## src/rtl/and_stim_seq.sv

```systemverilog
// Stimulus sequencer and response checker for a WIDTH-input AND gate:
// walks a fixed pattern table, samples the gate output at the end of each hold window.
module and_stim_seq #(
  parameter int WIDTH = 8,
  parameter int HOLD  = 200
) (
  input  logic             clk,
  input  logic             rst_n,
  input  logic             start,
  input  logic             y_in,
  output logic [WIDTH-1:0] x_out,
  output logic             busy,
  output logic             done,
  output logic [7:0]       err_cnt,
  output logic             pass
);

  localparam int NUM   = WIDTH + 2;
  localparam int IDX_W = $clog2(NUM);
  localparam int CNT_W = $clog2(HOLD);

  typedef enum logic [1:0] {IDLE, DRIVE, DONE} state_t;

  state_t           state_reg;
  logic [IDX_W-1:0] idx_reg;
  logic [CNT_W-1:0] cnt_reg;

  // Pattern table: zeros, ones, then a walking zero starting at the LSB.
  logic [WIDTH-1:0] pat_table [NUM];

  assign pat_table[0] = '0;
  assign pat_table[1] = '1;

  generate
    for (genvar gi = 0; gi < WIDTH; gi++) begin : g_walk
      assign pat_table[gi+2] = ~(WIDTH'(1) << gi);
    end
  endgenerate

  logic       last_sample;
  logic       last_idx;
  logic       mismatch;
  logic [7:0] err_next;

  assign last_sample = (cnt_reg == CNT_W'(HOLD - 1));
  assign last_idx    = (idx_reg == IDX_W'(NUM - 1));
  assign mismatch    = (y_in != (&x_out));
  // Saturating increment so a badly broken gate never wraps back to a clean count.
  assign err_next    = (mismatch && (err_cnt != 8'hFF)) ? err_cnt + 8'd1 : err_cnt;

  always_ff @(posedge clk or negedge rst_n) begin
    if (!rst_n) begin
      state_reg <= IDLE;
      idx_reg   <= '0;
      cnt_reg   <= '0;
      x_out     <= '0;
      busy      <= 1'b0;
      done      <= 1'b0;
      err_cnt   <= 8'd0;
      pass      <= 1'b0;
    end else begin
      case (state_reg)
        IDLE, DONE: begin
          if (start) begin
            state_reg <= DRIVE;
            idx_reg   <= '0;
            cnt_reg   <= '0;
            x_out     <= pat_table[0];
            busy      <= 1'b1;
            done      <= 1'b0;
            err_cnt   <= 8'd0;
            pass      <= 1'b0;
          end
        end
        DRIVE: begin
          if (last_sample) begin
            err_cnt <= err_next;
            if (last_idx) begin
              // pass uses err_next so a final-window mismatch is already counted.
              state_reg <= DONE;
              x_out     <= '0;
              busy      <= 1'b0;
              done      <= 1'b1;
              pass      <= (err_next == 8'd0);
            end else begin
              idx_reg <= idx_reg + IDX_W'(1);
              cnt_reg <= '0;
              x_out   <= pat_table[idx_reg + IDX_W'(1)];
            end
          end else begin
            cnt_reg <= cnt_reg + CNT_W'(1);
          end
        end
        default: state_reg <= IDLE;
      endcase
    end
  end

endmodule

```

## config.mk

```make
export PLATFORM = sky130hd
export DESIGN_NAME = and_stim_seq
export DESIGN_NICKNAME = d
export VERILOG_FILES = /design/src/rtl/and_stim_seq.sv
export SDC_FILE = /design/constraint.sdc
export NUM_CORES = 1
export LEC_CHECK = 0
export CAP_MARGIN = 40
export CORE_MARGIN = 2
export CORE_UTILIZATION = 25
export CTS_CLUSTER_DIAMETER = 60
export DETAILED_ROUTE_END_ITERATION = 6
export GPL_TIMING_DRIVEN = 1
export HOLD_SLACK_MARGIN = 0.02
export PLACE_DENSITY_LB_ADDON = 0.2
export SYNTH_ARGS = -nofsm -noshare
export SYNTH_HDL_FRONTEND = slang
export SYNTH_SLANG_ARGS = --single-unit
```

## constraint.sdc

```tcl
create_clock -name clk -period 1.7 [get_ports clk]
set_input_delay 0.255 -clock clk [delete_from_list [all_inputs] [get_ports clk]]
set_output_delay 0.255 -clock clk [all_outputs]
set_load 0.02 [all_outputs]
```

**Yosys cells after proc, flatten, opt, wreduce, memory -nomap -nowiden**

Memories as Yosys holds them, arrays and structs flattened.
Index checks and enable logic that the tools add are counted.

- ROM bits: 128
- Memories: 1
- Input bits: 4
- Output and inout port bits: 19
- Flip-flop bits (word level): 33

Memory list:

| name | depth | bits a word | read ports | clocked after memory_dff | write ports | line | RTL |
|---|---|---|---|---|---|---|---|
| (name not given) | 16 | 8 | 1 | 0 | 0 | 88 | `x_out <= pat_table[idx_reg + IDX_W'(1)];` |

- Add/subtract/negate cells: 3
- Bitwise gates (word level): 1
- Equality and inequality tests: 11
- Reductions and logical operators: 11
- $lt $le $gt $ge: 1
- Multiplexer cells: 31

Operators with widths:

| cell | number |
|---|---|
| $mux 8 | 9 |
| $pmux 8 s2 | 3 |
| $add 8x1->8 const B | 2 |
| $mux 4 | 3 |
| $reduce_and 3->1 | 3 |
| $eq 8x8->1 const B | 1 |
| $logic_not 8->1 | 1 |
| $mux 1 | 8 |
| $ne 2x2->1 const B | 4 |
| $ne 8x8->1 const B | 1 |
| $pmux 4 s2 | 1 |
| $reduce_and 4->1 | 2 |
| $reduce_and 8->1 | 1 |
| $mux 2 | 3 |
| $pmux 1 s2 | 3 |
| $ge 5x5->1 const B | 1 |
| $not 4->5 | 1 |
| $add 4x1->4 const B | 1 |
| $eq 4x4->1 const B | 1 |
| $pmux 2 s2 | 1 |
| $ne 3x3->1 const B | 1 |
| $eq 2x1->1 const B | 1 |
| $eq 2x2->1 const B | 1 |
| $logic_not 2->1 | 1 |
| other kinds (4) | 4 |

**Logic depth before layout (Yosys ltp)**

Gate-level depths: netlist (run 1).

- Word-level depth: 8
- Gate-level depth with buffers: 9
- Depth with buffers taken out: 8

**Least setup slack after synthesis (run 1)**

No wires, ideal clock.

- Kind: register to register
- Start point: register x_out[4]
- End point: register pass
- Stages on the path, launching flop included: 7
- Path slack: -0.353 ns
- Arrival time: 1.958 ns
- Period minus slack after synthesis: 2.053 ns
- Cell sequence: dfrtp_1 nand4_1 or3_4 a21oi_2 and3_1 mux2_2 o31ai_1

- Longest elaborated chain between the ends: 8

RTL lines:

| what | line | RTL |
|---|---|---|
| start: declaration | 11 | `output logic [WIDTH-1:0] x_out,` |
| start signal: assignment | 68 | `x_out <= pat_table[0];` |
| start signal: assignment | 88 |  |
| $reduce_and 8->1 | 47 | `assign mismatch = (y_in != (&x_out));` |
| $ne 1x1->1 | 47 |  |
| $logic_and 1x1->1 | 49 | `assign err_next = (mismatch && (err_cnt != 8'hFF)) ? err_cnt + 8'd1 : err_cnt;` |
| $mux 8 | 49 |  |
| $logic_not 8->1 | 84 | `pass <= (err_next == 8'd0);` |
| $mux 1 | 78 | `if (last_idx) begin` |
| $mux 1 | 76 | `if (last_sample) begin` |
| $pmux 1 s2 | 62 | `case (state_reg)` |
| end signal: assignment | 84 |  |
| end: declaration | 15 | `output logic pass` |

Every way passes these cells. The select of a mux whose other input is x is not followed.
A chain may end at the register's enable or synchronous reset.

**Worst setup path after layout (run 1)**

- Start point: register x_out[1]
- End point: register pass

The elaborated chain is that of the path after synthesis.

==> results of run 1 <==
## through the flow
stage	hold WS (ns)	power, mW	std cells	TNS (ns)	instance area [sq um]
finish	0.380	3.57	393	-0.781	3130
global route	0.445	3.84	393	-2.76	3130
CTS	0.399	3.46	387	-0.484	2940
detailed placement	0.482	2.70	375	-3.38	2740
global placement	0.482	2.68	375	-2.74	2740
floorplan	-0.0406	1.90	207	-1.17	2040
## logic make-up (layout without fill, tap and decap cells)
| kind of cell | count (synthesis) | after routing | share of synthesized area |
|---|---|---|---|
| compound gates | 66 | 66 | 0.222 |
| xor+xnor | 5 | 5 | 0.0227 |
| fa+ha+maj | 7 | 7 | 0.0454 |
| buf+inv | 14 | 96 | 0.0350 |
| flops | 33 | 33 | 0.428 |
| mux | 7 | 7 | 0.0376 |
| simple gates | 75 | 77 | 0.210 |
## routing by layer
metal  part of all wire  vias to the layer above  track usage  wire length, um
met2               0.50                       24        0.217             2730
met1               0.46                      952        0.184             2560
met3              0.026                        7       0.0247              145
li1                   -                      936            -                -
met5                  0                        -            0                0
met4              0.013                        0       0.0473               71
## cell usage in the layout (no fill, tap or decap), types with 2 or more instances in the layout
master / n
sky130_fd_sc_hd__a211oi_2: 2
sky130_fd_sc_hd__a21o_1: 4
sky130_fd_sc_hd__a21oi_1: 4
sky130_fd_sc_hd__a21oi_2: 3
sky130_fd_sc_hd__a21oi_4: 2
sky130_fd_sc_hd__a311oi_2: 2
sky130_fd_sc_hd__a31oi_1: 4
sky130_fd_sc_hd__a32o_1: 3
sky130_fd_sc_hd__and3_1: 3
sky130_fd_sc_hd__buf_4: 50
sky130_fd_sc_hd__buf_6: 12
sky130_fd_sc_hd__clkbuf_8: 7
sky130_fd_sc_hd__clkdlybuf4s50_1: 16
sky130_fd_sc_hd__dfrtp_1: 23
sky130_fd_sc_hd__dfrtp_2: 10
sky130_fd_sc_hd__dlymetal6s2s_1: 5
sky130_fd_sc_hd__ha_1: 4
sky130_fd_sc_hd__ha_4: 2
sky130_fd_sc_hd__inv_1: 2
sky130_fd_sc_hd__mux2_4: 2
sky130_fd_sc_hd__mux2i_1: 5
sky130_fd_sc_hd__nand2_1: 16
sky130_fd_sc_hd__nand2_2: 6
sky130_fd_sc_hd__nand2b_1: 3
sky130_fd_sc_hd__nand2b_4: 2
sky130_fd_sc_hd__nand3_1: 10
sky130_fd_sc_hd__nand3_2: 2
sky130_fd_sc_hd__nand3b_1: 2
sky130_fd_sc_hd__nand4_1: 7
sky130_fd_sc_hd__nor2_1: 7
sky130_fd_sc_hd__nor2_4: 3
sky130_fd_sc_hd__nor3_1: 3
sky130_fd_sc_hd__o21ai_0: 5
sky130_fd_sc_hd__o21ai_1: 15
sky130_fd_sc_hd__o21ai_2: 13
sky130_fd_sc_hd__o31ai_2: 2
sky130_fd_sc_hd__or3_4: 4
sky130_fd_sc_hd__xor2_1: 3
## cells in the mapped netlist (all sizes together), types with 2 or more instances
cell type and count:
a211oi 2, a21boi 2, a21o 4, a21oi 9, a311oi 2, a31oi 4, a32o 3, and3 4
buf 4, clkbuf 7, dfrtp 33, ha 7, inv 3, mux2 2, mux2i 5, nand2 22
nand2b 5, nand3 12, nand3b 2, nand4 7, nor2 9, nor3 4, o21ai 34, o31ai 2
or3 4, xnor2 2, xor2 3
## what timing repair did
item / CTS / global route
setup buffers: 3 / 6
gates cloned: 1 / 1
setup endpoints to repair: 32 / 38
pin swaps: 19 / 31
resized for setup: 28 / 47
## critical path, cell delays in order, from the launching register on
cell and delay, ns:
sky130_fd_sc_hd__dfrtp_2 0.36, sky130_fd_sc_hd__nand4_1 0.15, sky130_fd_sc_hd__or3_4 0.45, sky130_fd_sc_hd__a21oi_4 0.18
sky130_fd_sc_hd__and3_4 0.19, sky130_fd_sc_hd__mux2_4 0.29, sky130_fd_sc_hd__o31ai_2 0.16
## area by class of cell
class / instances / area (sq um)
inverter: 3 / 11.3
sequential: 33 / 838
clock inverter: 1 / 5.00
tap: 102 / 128
fill: 780 / 4480
multi-input combinational: 162 / 1290
timing repair buffer: 85 / 762
clock buffer: 7 / 96.3
## report_power, final
group	internal, mW	total, mW	leakage [nW]	switching [mW]
sequential	1.01	1.13	0.412	0.125
combinational	0.929	1.77	0.962	0.845
clock	0.366	0.665	0.0542	0.298
## path summary, 6_finish.rpt
path,end,slack [ns],cells after the start
min in group clk,done,0.50,2
worst max register to register,pass,-0.17,6
worst max-delay path,pass,-0.17,6
max in group asynchronous,x_out[1],0.98,2
worst min-delay path,err_cnt[3],0.38,2
worst min register to register,done,0.50,2
==> impl_results.html, run 1 <==
<table>
<tr><th>Metric</th><th>Value</th></tr>
<tr><th colspan="2">Routing</th></tr>
<tr><td>DR pass1 iterations</td><td>4</td></tr>
<tr><td>DRC violation total after the first TritonRoute iteration</td><td>69</td></tr>
<tr><td>Routed via count divided by cell count</td><td>4.88</td></tr>
<tr><td>Post-detailed-route wirelength per cell</td><td>14.0 um</td></tr>
<tr><td>Number of remaining DRC errors</td><td>0</td></tr>
<tr><td>DRT Wirelength</td><td>5510 um</td></tr>
<tr><td>Antenna violation net count after detailed routing</td><td>0</td></tr>
<tr><td>Vias</td><td>1,919</td></tr>
<tr><th colspan="2">Synthesis</th></tr>
<tr><td>Post-synth EDFFs</td><td>0</td></tr>
<tr><td>Syn Inst Count</td><td>207</td></tr>
<tr><td>Share of the synthesized area in the top cell type</td><td>0.428</td></tr>
<tr><td>Most area-hungry cell type in the Yosys netlist</td><td>sky130_fd_sc_hd__dfrtp_1</td></tr>
<tr><td>Number of nets in the synthesized netlist</td><td>218</td></tr>
<tr><td>Number of unique standard cell types used by synthesis</td><td>45</td></tr>
<tr><td>Async S/R FF share, synth</td><td>1.00</td></tr>
<tr><td>Most used flip-flop cell after synthesis</td><td>sky130_fd_sc_hd__dfrtp_1</td></tr>
<tr><td>Post-synthesis instance area</td><td>0.00193 sq mm</td></tr>
<tr><td>Average size of a mapped cell</td><td>9.33 sq um</td></tr>
<tr><td>Yosys warnings</td><td>0</td></tr>
<tr><td>Post-synthesis sequential area ratio</td><td>0.428</td></tr>
<tr><td>Total of flip-flops plus latches after synthesis</td><td>33</td></tr>
<tr><td>Cell types with the largest area share after synthesis</td><td>sky130_fd_sc_hd__dfrtp_1, sky130_fd_sc_hd__o21ai_0, sky130_fd_sc_hd__ha_1</td></tr>
<tr><th colspan="2">Clocking</th></tr>
<tr><td>Post-CTS Hold Fix Bufs</td><td>0</td></tr>
<tr><td>CTS clk-pin slew, worst paths</td><td>0.08 ns</td></tr>
<tr><td># clock sinks</td><td>33</td></tr>
<tr><td>Clk root buf</td><td>sky130_fd_sc_hd__clkbuf_8</td></tr>
<tr><td>Buffers from clock root to sink, at most</td><td>2</td></tr>
<tr><td>H-Tree Level Count</td><td>2</td></tr>
<tr><td>Clock Latency Late Sink</td><td>0.28 ns</td></tr>
<tr><td>Clock tree from TritonCTS</td><td>done</td></tr>
<tr><td>TritonCTS buffer count</td><td>5</td></tr>
<tr><th colspan="2">Status</th></tr>
<tr><td>Violations in the final reports</td><td>negative setup slack</td></tr>
<tr><td>Run status</td><td>finished with violations</td></tr>
<tr><th colspan="2">Timing</th></tr>
<tr><td>Endpoints failing setup</td><td>20</td></tr>
<tr><td>Final-report max-slew violation count</td><td>0</td></tr>
<tr><td>Worst-case headroom to the max-slew limit</td><td>0.706</td></tr>
<tr><td>Highest clock frequency the design can meet</td><td>0.535 GHz</td></tr>
<tr><td>Minimum clock period</td><td>1.87 ns</td></tr>
<tr><td>Final Hold Viols</td><td>0</td></tr>
<tr><td>Clock skew after layout</td><td>0.00837 ns</td></tr>
<tr><td>Fraction of the cycle the final worst path needs</td><td>1.10</td></tr>
<tr><td>Transition time at the pin with the least slew margin</td><td>0.441 ns</td></tr>
<tr><td>Unrepaired setup endpoints after global routing</td><td>yes</td></tr>
<tr><td>Post-route setup slack</td><td>-0.170 ns</td></tr>
<tr><th colspan="2">Power and ir drop</th></tr>
<tr><td>Worst IR Drop VDD</td><td>0.466 mV</td></tr>
<tr><td>Leakage component of the power</td><td>1.43 nW</td></tr>
<tr><td>Power density of the placed cells</td><td>1140 mW/mm^2</td></tr>
<tr><th colspan="2">GRT</th></tr>
<tr><td>Number of antenna violations at the first check in global routing</td><td>0</td></tr>
<tr><td>Overflow left after global routing</td><td>0</td></tr>
<tr><td>Vias in the first global route</td><td>1,879</td></tr>
<tr><td>Global-route wire length before repair</td><td>9200 um</td></tr>
<tr><td>Combined global-route utilization of all metal layers</td><td>0.136</td></tr>
<tr><td>Pin count of the biggest net entering global routing</td><td>34</td></tr>
<tr><th colspan="2">Critical path</th></tr>
<tr><td>Worst endpoint data arrival time</td><td>2.06 ns</td></tr>
<tr><td>Type of element launching the critical path</td><td>flop</td></tr>
<tr><td>Required time reported for the critical path endpoint</td><td>1.89 ns</td></tr>
<tr><td>Critical Setup Path Class</td><td>flop to flop</td></tr>
<tr><td>FF-to-FF Start</td><td>x_out[1]</td></tr>
<tr><td>Crit. Startpoint</td><td>x_out[1]</td></tr>
<tr><td>CP Capture Type</td><td>flop</td></tr>
<tr><td>Maximum fanout encountered on the critical timing path</td><td>4</td></tr>
<tr><th colspan="2">Placement</th></tr>
<tr><td>Post-Place Setup Slack</td><td>-0.346 ns</td></tr>
<tr><td>Routability-driven placement congestion ratio</td><td>0.805</td></tr>
<tr><td>Number of input and output port buffers inserted</td><td>22</td></tr>
<tr><td>Half-perimeter wire length after placement</td><td>3820 um</td></tr>
<tr><th colspan="2">Die</th></tr>
<tr><td>Initial Utilization</td><td>0.254</td></tr>
<tr><td>Area of the core</td><td>0.00761 sq mm</td></tr>
<tr><td>I/O pin count</td><td>23</td></tr>
<tr><td>Die area</td><td>0.00844 sq mm</td></tr>
<tr><td>Die height</td><td>91.9 um</td></tr>
<tr><td>Num rows</td><td>32</td></tr>
<tr><td>Width of the chip</td><td>91.9 um</td></tr>
<tr><th colspan="2">Min path</th></tr>
<tr><td>Path category of the worst min-delay check</td><td>input pin to asynchronous set/reset pin</td></tr>
<tr><th colspan="2">Finish</th></tr>
<tr><td>Final Util</td><td>0.412</td></tr>
<tr><td>Fraction of final layout cells sized beyond drive strength 1</td><td>0.471</td></tr>
<tr><td>NumNets Final</td><td>301</td></tr>
<tr><td>Area added between synthesis and finish</td><td>62.2%</td></tr>
<tr><td>ANT cells</td><td>0</td></tr>
<tr><th colspan="2">Flow run</th></tr>
<tr><td>Count of max-cap constraint violations</td><td>0</td></tr>
</table>
Power figures use the tool's default switching activity.
==> run 2: changes to the inputs <==
--- a/config.mk
+++ b/config.mk
@@ -13,6 +13,7 @@
 export GPL_TIMING_DRIVEN = 1
 export HOLD_SLACK_MARGIN = 0.02
 export PLACE_DENSITY_LB_ADDON = 0.2
+export SETUP_SLACK_MARGIN = 0.15
 export SYNTH_ARGS = -nofsm -noshare
 export SYNTH_HDL_FRONTEND = slang
 export SYNTH_SLANG_ARGS = --single-unit
==> impl_results.html, run 2 (synthesis gave the netlist of run 1 again) <==
<table>
<tr><th>Metric</th><th>Value</th></tr>
<tr><th colspan="2">Clocking</th></tr>
<tr><td>TritonCTS buffer count</td><td>5 (unchanged)</td></tr>
<tr><td>Post-CTS Hold Fix Bufs</td><td>0 (unchanged)</td></tr>
<tr><td>Clock Latency Late Sink</td><td>0.29 ns (about the same)</td></tr>
<tr><td>CTS clk-pin slew, worst paths</td><td>0.07 ns (about the same)</td></tr>
<tr><td># clock sinks</td><td>33 (unchanged)</td></tr>
<tr><td>Clock tree from TritonCTS</td><td>done</td></tr>
<tr><td>Buffers from clock root to sink, at most</td><td>2 (unchanged)</td></tr>
<tr><td>H-Tree Level Count</td><td>2 (unchanged)</td></tr>
<tr><td>Clk root buf</td><td>sky130_fd_sc_hd__clkbuf_8</td></tr>
<tr><th colspan="2">Finish</th></tr>
<tr><td>Non-filler instance count after layout</td><td>402 (+2.3%)</td></tr>
<tr><td>ANT cells</td><td>0 (unchanged)</td></tr>
<tr><td>NumNets Final</td><td>310 (+3.0%)</td></tr>
<tr><td>Most frequent cells in the layout</td><td>sky130_fd_sc_hd__buf_4, sky130_fd_sc_hd__dfrtp_1, sky130_fd_sc_hd__dlygate4sd2_1, sky130_fd_sc_hd__o21ai_1</td></tr>
<tr><td>Area added between synthesis and finish</td><td>64.2%</td></tr>
<tr><td>Fill cells</td><td>775 (-0.64%)</td></tr>
<tr><td>Fraction of final layout cells sized beyond drive strength 1</td><td>0.477 (+0.00588)</td></tr>
<tr><td>Leading cell type in the layout, fill and taps excluded</td><td>sky130_fd_sc_hd__buf_4</td></tr>
<tr><th colspan="2">Flow run</th></tr>
<tr><td>Count of max-cap constraint violations</td><td>0 (unchanged)</td></tr>
<tr><th colspan="2">Routing</th></tr>
<tr><td>DRT Wirelength</td><td>5550 um (+0.76%)</td></tr>
<tr><td>Number of remaining DRC errors</td><td>0 (unchanged)</td></tr>
<tr><td>Routed via count divided by cell count</td><td>4.71 (-3.6%)</td></tr>
<tr><td>Vias</td><td>1,893 (-1.4%)</td></tr>
<tr><td>DR pass1 iterations</td><td>4 (unchanged)</td></tr>
<tr><td>Post-detailed-route wirelength per cell</td><td>13.8 um (-1.5%)</td></tr>
<tr><td>Antenna violation net count after detailed routing</td><td>0 (unchanged)</td></tr>
<tr><td>DRC violation total after the first TritonRoute iteration</td><td>59 (-14%)</td></tr>
<tr><th colspan="2">Placement</th></tr>
<tr><td>Number of input and output port buffers inserted</td><td>22 (unchanged)</td></tr>
<tr><td>Half-perimeter wire length after placement</td><td>3850 um (+0.78%)</td></tr>
<tr><td>Post-Place Cells</td><td>375 (unchanged)</td></tr>
<tr><td>Post-Place Setup Slack</td><td>-0.387 ns (-0.0414 ns)</td></tr>
<tr><td>Routability-driven placement congestion ratio</td><td>0.801 (-0.55%)</td></tr>
<tr><th colspan="2">Timing</th></tr>
<tr><td>Fraction of the cycle the final worst path needs</td><td>1.10 (+0.00417)</td></tr>
<tr><td>Unrepaired setup endpoints after global routing</td><td>yes</td></tr>
<tr><td>Clock skew after layout</td><td>0.00811 ns (-0.000255 ns)</td></tr>
<tr><td>Final setup TNS</td><td>-1.07 ns (-0.286 ns)</td></tr>
<tr><td>Final Hold Viols</td><td>0 (unchanged)</td></tr>
<tr><td>Minimum clock period</td><td>1.88 ns (+0.00708 ns)</td></tr>
<tr><td>Final-report max-slew violation count</td><td>0 (unchanged)</td></tr>
<tr><td>Worst-case headroom to the max-slew limit</td><td>0.701 (-0.00466)</td></tr>
<tr><td>Post-route setup slack</td><td>-0.177 ns (-0.00708 ns)</td></tr>
<tr><td>Transition time at the pin with the least slew margin</td><td>0.448 ns (+0.00699 ns)</td></tr>
<tr><td>Endpoints failing setup</td><td>24 (+20%)</td></tr>
<tr><td>Highest clock frequency the design can meet</td><td>0.533 GHz (-0.38%)</td></tr>
<tr><th colspan="2">GRT</th></tr>
<tr><td>Combined global-route utilization of all metal layers</td><td>0.138 (+0.00269)</td></tr>
<tr><td>Number of antenna violations at the first check in global routing</td><td>0 (unchanged)</td></tr>
<tr><td>Overflow left after global routing</td><td>0 (unchanged)</td></tr>
<tr><td>Pin count of the biggest net entering global routing</td><td>34 (unchanged)</td></tr>
<tr><td>Vias in the first global route</td><td>1,844 (-1.9%)</td></tr>
<tr><td>Global-route wire length before repair</td><td>9320 um (+1.2%)</td></tr>
<tr><th colspan="2">Critical path</th></tr>
<tr><td>Maximum fanout encountered on the critical timing path</td><td>4 (unchanged)</td></tr>
<tr><td>Worst endpoint data arrival time</td><td>2.08 ns (+0.02 ns)</td></tr>
<tr><td>Required time reported for the critical path endpoint</td><td>1.90 ns (about the same)</td></tr>
<tr><td>Critical Setup Path Class</td><td>flop to flop</td></tr>
<tr><td>CP Capture Type</td><td>flop</td></tr>
<tr><td>Type of element launching the critical path</td><td>flop</td></tr>
<tr><th colspan="2">Die</th></tr>
<tr><td>Die height</td><td>91.9 um (unchanged)</td></tr>
<tr><td>I/O pin count</td><td>23 (unchanged)</td></tr>
<tr><td>Area of the core</td><td>0.00761 sq mm (unchanged)</td></tr>
<tr><td>Width of the chip</td><td>91.9 um (unchanged)</td></tr>
<tr><td>Num rows</td><td>32 (unchanged)</td></tr>
<tr><td>Initial Utilization</td><td>0.254 (unchanged)</td></tr>
<tr><td>Die area</td><td>0.00844 sq mm (unchanged)</td></tr>
<tr><th colspan="2">Min path</th></tr>
<tr><td>Path category of the worst min-delay check</td><td>input pin to asynchronous set/reset pin</td></tr>
<tr><th colspan="2">Power and ir drop</th></tr>
<tr><td>Leakage component of the power</td><td>1.44 nW (+0.57%)</td></tr>
<tr><td>Worst IR Drop VDD</td><td>0.530 mV (+14%)</td></tr>
<tr><td>Power density of the placed cells</td><td>1090 mW/mm^2 (-4.0%)</td></tr>
<tr><td>Post-route total power</td><td>3.47 mW (-2.8%)</td></tr>
<tr><th colspan="2">Status</th></tr>
<tr><td>Run status</td><td>finished with violations</td></tr>
<tr><td>Violations in the final reports</td><td>negative setup slack</td></tr>
</table>
## run 2: cell count changes in the layout (fill, tap and decap cells not counted), moves of 2 or more
cell,previous run,this run
sky130_fd_sc_hd__clkdlybuf4s50_1,16,5
sky130_fd_sc_hd__buf_6,12,15
sky130_fd_sc_hd__dlymetal6s2s_1,5,0
sky130_fd_sc_hd__dlygate4sd2_1,1,17
sky130_fd_sc_hd__nand2_4,0,2
sky130_fd_sc_hd__clkbuf_1,0,2
sky130_fd_sc_hd__o21ai_2,13,11
sky130_fd_sc_hd__buf_4,50,55
## run 2: power breakdown
| group | switching [mW] | internal [mW] |
|---|---|---|
| Clock | 0.288 | 0.330 |
| Sequential | 0.135 | 1.01 |
| Combinational | 0.822 | 0.887 |
## run 2: metal layers
| metal | track usage | up-vias | part of all wire |
|---|---|---|---|
| met5 | 0 | - | 0 |
| met4 | 0.0373 | 0 | 0.0083 |
| met3 | 0.0255 | 5 | 0.027 |
| met2 | 0.230 | 26 | 0.51 |
| met1 | 0.185 | 911 | 0.46 |
| li1 | - | 951 | - |
## run 2: layout make-up
cell class | count | area [sq um] | share of cell area
Multi-Input combinational cell | 163 | 1300 | 0.411
Sequential cell | 33 | 838 | 0.264
Timing Repair Buffer | 93 | 801 | 0.253
Tap cell | 102 | 128 | 0.0403
Clock buffer | 8 | 90.1 | 0.0284
Inverter | 3 | 11.3 | 0.00355
## run 2: worst paths after layout
kind / start / end / slack [ns] / depth (start not counted)
worst max-delay path: x_out[7] / pass / -0.18 / 6
worst min-delay path: rst_n / err_cnt[3] / 0.38 / 2
worst max register to register: x_out[7] / pass / -0.18 / 6
worst min register to register: done / done / 0.50 / 2
max in group asynchronous: rst_n / x_out[7] / 0.97 / 2
min in group clk: done / done / 0.50 / 2
## run 2: per-stage QoR
step	area (sq um)	utilization	hold WS [ns]
detailed placement	2740	0.360	0.480
global placement	2740	0.360	0.478
CTS	3040	0.400	0.395
global route	3170	0.417	0.428
floorplan	2060	-	-0.0406
finish	3170	0.417	0.385
## run 2: critical path, cell delays in order, from the launching register on
cell and delay, ns:
sky130_fd_sc_hd__dfrtp_2 0.37, sky130_fd_sc_hd__nand4_1 0.12, sky130_fd_sc_hd__or3_4 0.46, sky130_fd_sc_hd__a21oi_4 0.16, sky130_fd_sc_hd__and3_1 0.21, sky130_fd_sc_hd__mux2_4 0.31, sky130_fd_sc_hd__o31ai_2 0.17
## run 2: timing repair
action                                  4_1_cts  5_1_grt
endpoints found under the setup margin       50       33
gates cloned                                  3        0
resized for setup                            56       21
pin swaps                                    21       14
buffers inserted                             11        5
==> run 3: changes to the inputs <==
--- a/config.mk
+++ b/config.mk
@@ -11,9 +11,10 @@
 export CTS_CLUSTER_DIAMETER = 60
 export DETAILED_ROUTE_END_ITERATION = 6
 export GPL_TIMING_DRIVEN = 1
-export HOLD_SLACK_MARGIN = 0.02
+export HOLD_SLACK_MARGIN = 0.15
 export PLACE_DENSITY_LB_ADDON = 0.2
 export SETUP_SLACK_MARGIN = 0.15
 export SYNTH_ARGS = -nofsm -noshare
 export SYNTH_HDL_FRONTEND = slang
 export SYNTH_SLANG_ARGS = --single-unit
+export TNS_END_PERCENT = 1
==> impl_results.html, run 3 (synthesis gave the netlist of run 1 again) <==
<table>
<tr><th>Metric</th><th>Value</th></tr>
<tr><th colspan="2">Die</th></tr>
<tr><td>Die area</td><td>0.00844 sq mm (unchanged)</td></tr>
<tr><td>I/O pin count</td><td>23 (unchanged)</td></tr>
<tr><td>Area of the core</td><td>0.00761 sq mm (unchanged)</td></tr>
<tr><td>Initial Utilization</td><td>0.254 (unchanged)</td></tr>
<tr><td>Width of the chip</td><td>91.9 um (unchanged)</td></tr>
<tr><td>Num rows</td><td>32 (unchanged)</td></tr>
<tr><td>Die height</td><td>91.9 um (unchanged)</td></tr>
<tr><th colspan="2">Finish</th></tr>
<tr><td>ANT cells</td><td>0 (unchanged)</td></tr>
<tr><td>Finished Cell Area</td><td>0.00292 sq mm (-7.8%)</td></tr>
<tr><td>Fraction of final layout cells sized beyond drive strength 1</td><td>0.379 (-0.0977)</td></tr>
<tr><td>Fill cells</td><td>780 (+0.65%)</td></tr>
<tr><td>Final Util</td><td>0.384 (-0.0324)</td></tr>
<tr><td>Most frequent cells in the layout</td><td>sky130_fd_sc_hd__buf_4, sky130_fd_sc_hd__dfrtp_1, sky130_fd_sc_hd__o21ai_0, sky130_fd_sc_hd__nand2_1, sky130_fd_sc_hd__dlygate4sd2_1</td></tr>
<tr><td>Non-filler instance count after layout</td><td>387 (-3.7%)</td></tr>
<tr><td>Area added between synthesis and finish</td><td>51.5%</td></tr>
<tr><td>NumNets Final</td><td>295 (-4.8%)</td></tr>
<tr><td>Leading cell type in the layout, fill and taps excluded</td><td>sky130_fd_sc_hd__buf_4</td></tr>
<tr><th colspan="2">Clocking</th></tr>
<tr><td>Buffers from clock root to sink, at most</td><td>2 (unchanged)</td></tr>
<tr><td>H-Tree Level Count</td><td>2 (unchanged)</td></tr>
<tr><td>Clk root buf</td><td>sky130_fd_sc_hd__clkbuf_8</td></tr>
<tr><td>TritonCTS buffer count</td><td>5 (unchanged)</td></tr>
<tr><td># clock sinks</td><td>33 (unchanged)</td></tr>
<tr><td>Clock tree from TritonCTS</td><td>done</td></tr>
<tr><td>CTS clk-pin slew, worst paths</td><td>0.07 ns (about the same)</td></tr>
<tr><td>Post-CTS Hold Fix Bufs</td><td>0 (unchanged)</td></tr>
<tr><td>Clock Latency Late Sink</td><td>0.29 ns (about the same)</td></tr>
<tr><th colspan="2">Power and ir drop</th></tr>
<tr><td>Leakage component of the power</td><td>1.32 nW (-7.9%)</td></tr>
<tr><td>Clock network fraction of total power</td><td>0.178 (about the same)</td></tr>
<tr><td>Combinational cell fraction of total power</td><td>0.473 (-0.019)</td></tr>
<tr><td>Post-route total power</td><td>3.21 mW (-7.5%)</td></tr>
<tr><td>Switching power</td><td>1.15 mW (-8.0%)</td></tr>
<tr><td>Proportion of power drawn by flip-flops and latches</td><td>0.349 (+0.020)</td></tr>
<tr><td>Internal cell power</td><td>2.06 mW (-7.3%)</td></tr>
<tr><td>Power density of the placed cells</td><td>1100 mW/mm^2 (+0.25%)</td></tr>
<tr><td>Switching share of power</td><td>0.357 (-0.00173)</td></tr>
<tr><td>Worst IR Drop VDD</td><td>0.612 mV (+15%)</td></tr>
<tr><th colspan="2">Critical path</th></tr>
<tr><td>Type of element launching the critical path</td><td>flop</td></tr>
<tr><td>Required time reported for the critical path endpoint</td><td>1.90 ns (about the same)</td></tr>
<tr><td>CP Capture Type</td><td>flop</td></tr>
<tr><td>Critical Setup Path Class</td><td>flop to flop</td></tr>
<tr><td>Worst endpoint data arrival time</td><td>2.12 ns (+0.04 ns)</td></tr>
<tr><td>Maximum fanout encountered on the critical timing path</td><td>4 (unchanged)</td></tr>
<tr><th colspan="2">Routing</th></tr>
<tr><td>Routed via count divided by cell count</td><td>4.72 (+0.20%)</td></tr>
<tr><td>DR WL met3</td><td>176 um (+17%)</td></tr>
<tr><td>Top routing layer in use</td><td>met4</td></tr>
<tr><td>DR pass1 iterations</td><td>4 (unchanged)</td></tr>
<tr><td>DRC violation total after the first TritonRoute iteration</td><td>110 (+86%)</td></tr>
<tr><td>Post-Route M1 WL</td><td>2530 um (-0.47%)</td></tr>
<tr><td>DRT Wirelength</td><td>5050 um (-8.9%)</td></tr>
<tr><td>Number of remaining DRC errors</td><td>0 (unchanged)</td></tr>
<tr><td>Met2 Routed Length</td><td>2240 um (-20%)</td></tr>
<tr><td>Post-detailed-route wirelength per cell</td><td>13.1 um (-5.4%)</td></tr>
<tr><td>Antenna violation net count after detailed routing</td><td>0 (unchanged)</td></tr>
<tr><td>Vias</td><td>1,826 (-3.5%)</td></tr>
<tr><th colspan="2">Timing</th></tr>
<tr><td>Worst-case headroom to the max-slew limit</td><td>0.710 (+0.00883)</td></tr>
<tr><td>Fraction of the cycle the final worst path needs</td><td>1.13 (+0.0283)</td></tr>
<tr><td>Final-report max-slew violation count</td><td>0 (unchanged)</td></tr>
<tr><td>Final Hold Viols</td><td>0 (unchanged)</td></tr>
<tr><td>Transition time at the pin with the least slew margin</td><td>0.435 ns (-0.0132 ns)</td></tr>
<tr><td>Endpoints failing setup</td><td>11 (-54%)</td></tr>
<tr><td>Post-route setup slack</td><td>-0.225 ns (-0.0481 ns)</td></tr>
<tr><td>Unrepaired setup endpoints after global routing</td><td>yes</td></tr>
<tr><td>Highest clock frequency the design can meet</td><td>0.519 GHz (-2.5%)</td></tr>
<tr><td>Clock skew after layout</td><td>0.00961 ns (+0.00150 ns)</td></tr>
<tr><td>Minimum clock period</td><td>1.93 ns (+0.0481 ns)</td></tr>
<tr><th colspan="2">Status</th></tr>
<tr><td>Violations in the final reports</td><td>negative setup slack</td></tr>
<tr><td>Run status</td><td>finished with violations</td></tr>
<tr><th colspan="2">Min path</th></tr>
<tr><td>Path category of the worst min-delay check</td><td>input pin to asynchronous set/reset pin</td></tr>
<tr><th colspan="2">GRT</th></tr>
<tr><td>Pin count of the biggest net entering global routing</td><td>34 (unchanged)</td></tr>
<tr><td>Combined global-route utilization of all metal layers</td><td>0.124 (-0.0141)</td></tr>
<tr><td>Number of antenna violations at the first check in global routing</td><td>0 (unchanged)</td></tr>
<tr><td>Global-route wire length before repair</td><td>8400 um (-9.8%)</td></tr>
<tr><td>Vias in the first global route</td><td>1,703 (-7.6%)</td></tr>
<tr><td>Overflow left after global routing</td><td>0 (unchanged)</td></tr>
<tr><th colspan="2">Placement</th></tr>
<tr><td>Post-Place Cells</td><td>378 (+0.80%)</td></tr>
<tr><td>Half-perimeter wire length after placement</td><td>3710 um (-3.6%)</td></tr>
<tr><td>Number of input and output port buffers inserted</td><td>22 (unchanged)</td></tr>
<tr><td>Routability-driven placement congestion ratio</td><td>0.829 (+3.5%)</td></tr>
<tr><td>Cell Area, Placed</td><td>0.00269 sq mm (-1.6%)</td></tr>
<tr><th colspan="2">Flow run</th></tr>
<tr><td>Count of max-cap constraint violations</td><td>0 (unchanged)</td></tr>
</table>
[run 3: power groups by stage]
stage	combinational, mW	sequential [mW]	clock, mW
global placement	1.48	1.13	0
detailed placement	1.50	1.13	0
CTS	1.51	1.12	0.599
floorplan	0.544	1.30	0
finish	1.52	1.12	0.572
global route	1.68	1.15	0.629
[run 3: path summary, 6_finish.rpt]
| check | slack [ns] | start | to | cells past startpoint |
|---|---|---|---|---|
| max | -0.23 | x_out[2] | pass | 6 |
| min | 0.38 | rst_n | err_cnt[7] | 2 |
| max reg2reg | -0.23 | x_out[2] | pass | 6 |
| min reg2reg | 0.54 | cnt_reg[2] | cnt_reg[2] | 1 |
| max in group asynchronous | 0.99 | rst_n | x_out[4] | 2 |
| min in group clk | 0.54 | cnt_reg[2] | cnt_reg[2] | 1 |
[run 3: per-layer routing]
layer / global-route usage / vias to the layer above
li1: - / 915
met1: 0.170 / 863
met4: 0.0460 / 0
met5: 0 / -
met2: 0.191 / 38
met3: 0.0288 / 10
[run 3: what timing repair did]
action / 4_1_cts / 5_1_grt
gates cloned: 0 / 0
endpoints found under the setup margin: 49 / 34
setup buffers: 1 / 0
pin swaps: 11 / 9
gates resized for setup: 48 / 16
[run 3: area by class of cell]
class                      instances  area, sq um  share of cell area
clock buffer                       7         76.3              0.0261
clock inverter                     1         5.00             0.00171
timing repair buffer              81          672               0.230
tap                              102          128              0.0436
sequential                        33          838               0.287
multi-input combinational        160         1190               0.408
inverter                           3         11.3             0.00385
[run 3: metrics by stage]
stage               hold WS, ns  setup TNS [ns]  worst slack (ns)
floorplan               -0.0406           -1.82            -0.216
global placement          0.524           -3.26            -0.332
detailed placement        0.521           -3.55            -0.415
CTS                       0.385          -0.383            -0.197
global route              0.429           -1.88            -0.297
finish                    0.378          -0.498            -0.225
[run 3: critical path, cell delays in order (launching register included)]
cell	delay [ns]
sky130_fd_sc_hd__dfrtp_2	0.36
sky130_fd_sc_hd__nand4_1	0.14
sky130_fd_sc_hd__or3_4	0.45
sky130_fd_sc_hd__a21oi_4	0.14
sky130_fd_sc_hd__and3_4	0.20
sky130_fd_sc_hd__mux2_4	0.31
sky130_fd_sc_hd__o31ai_4	0.23
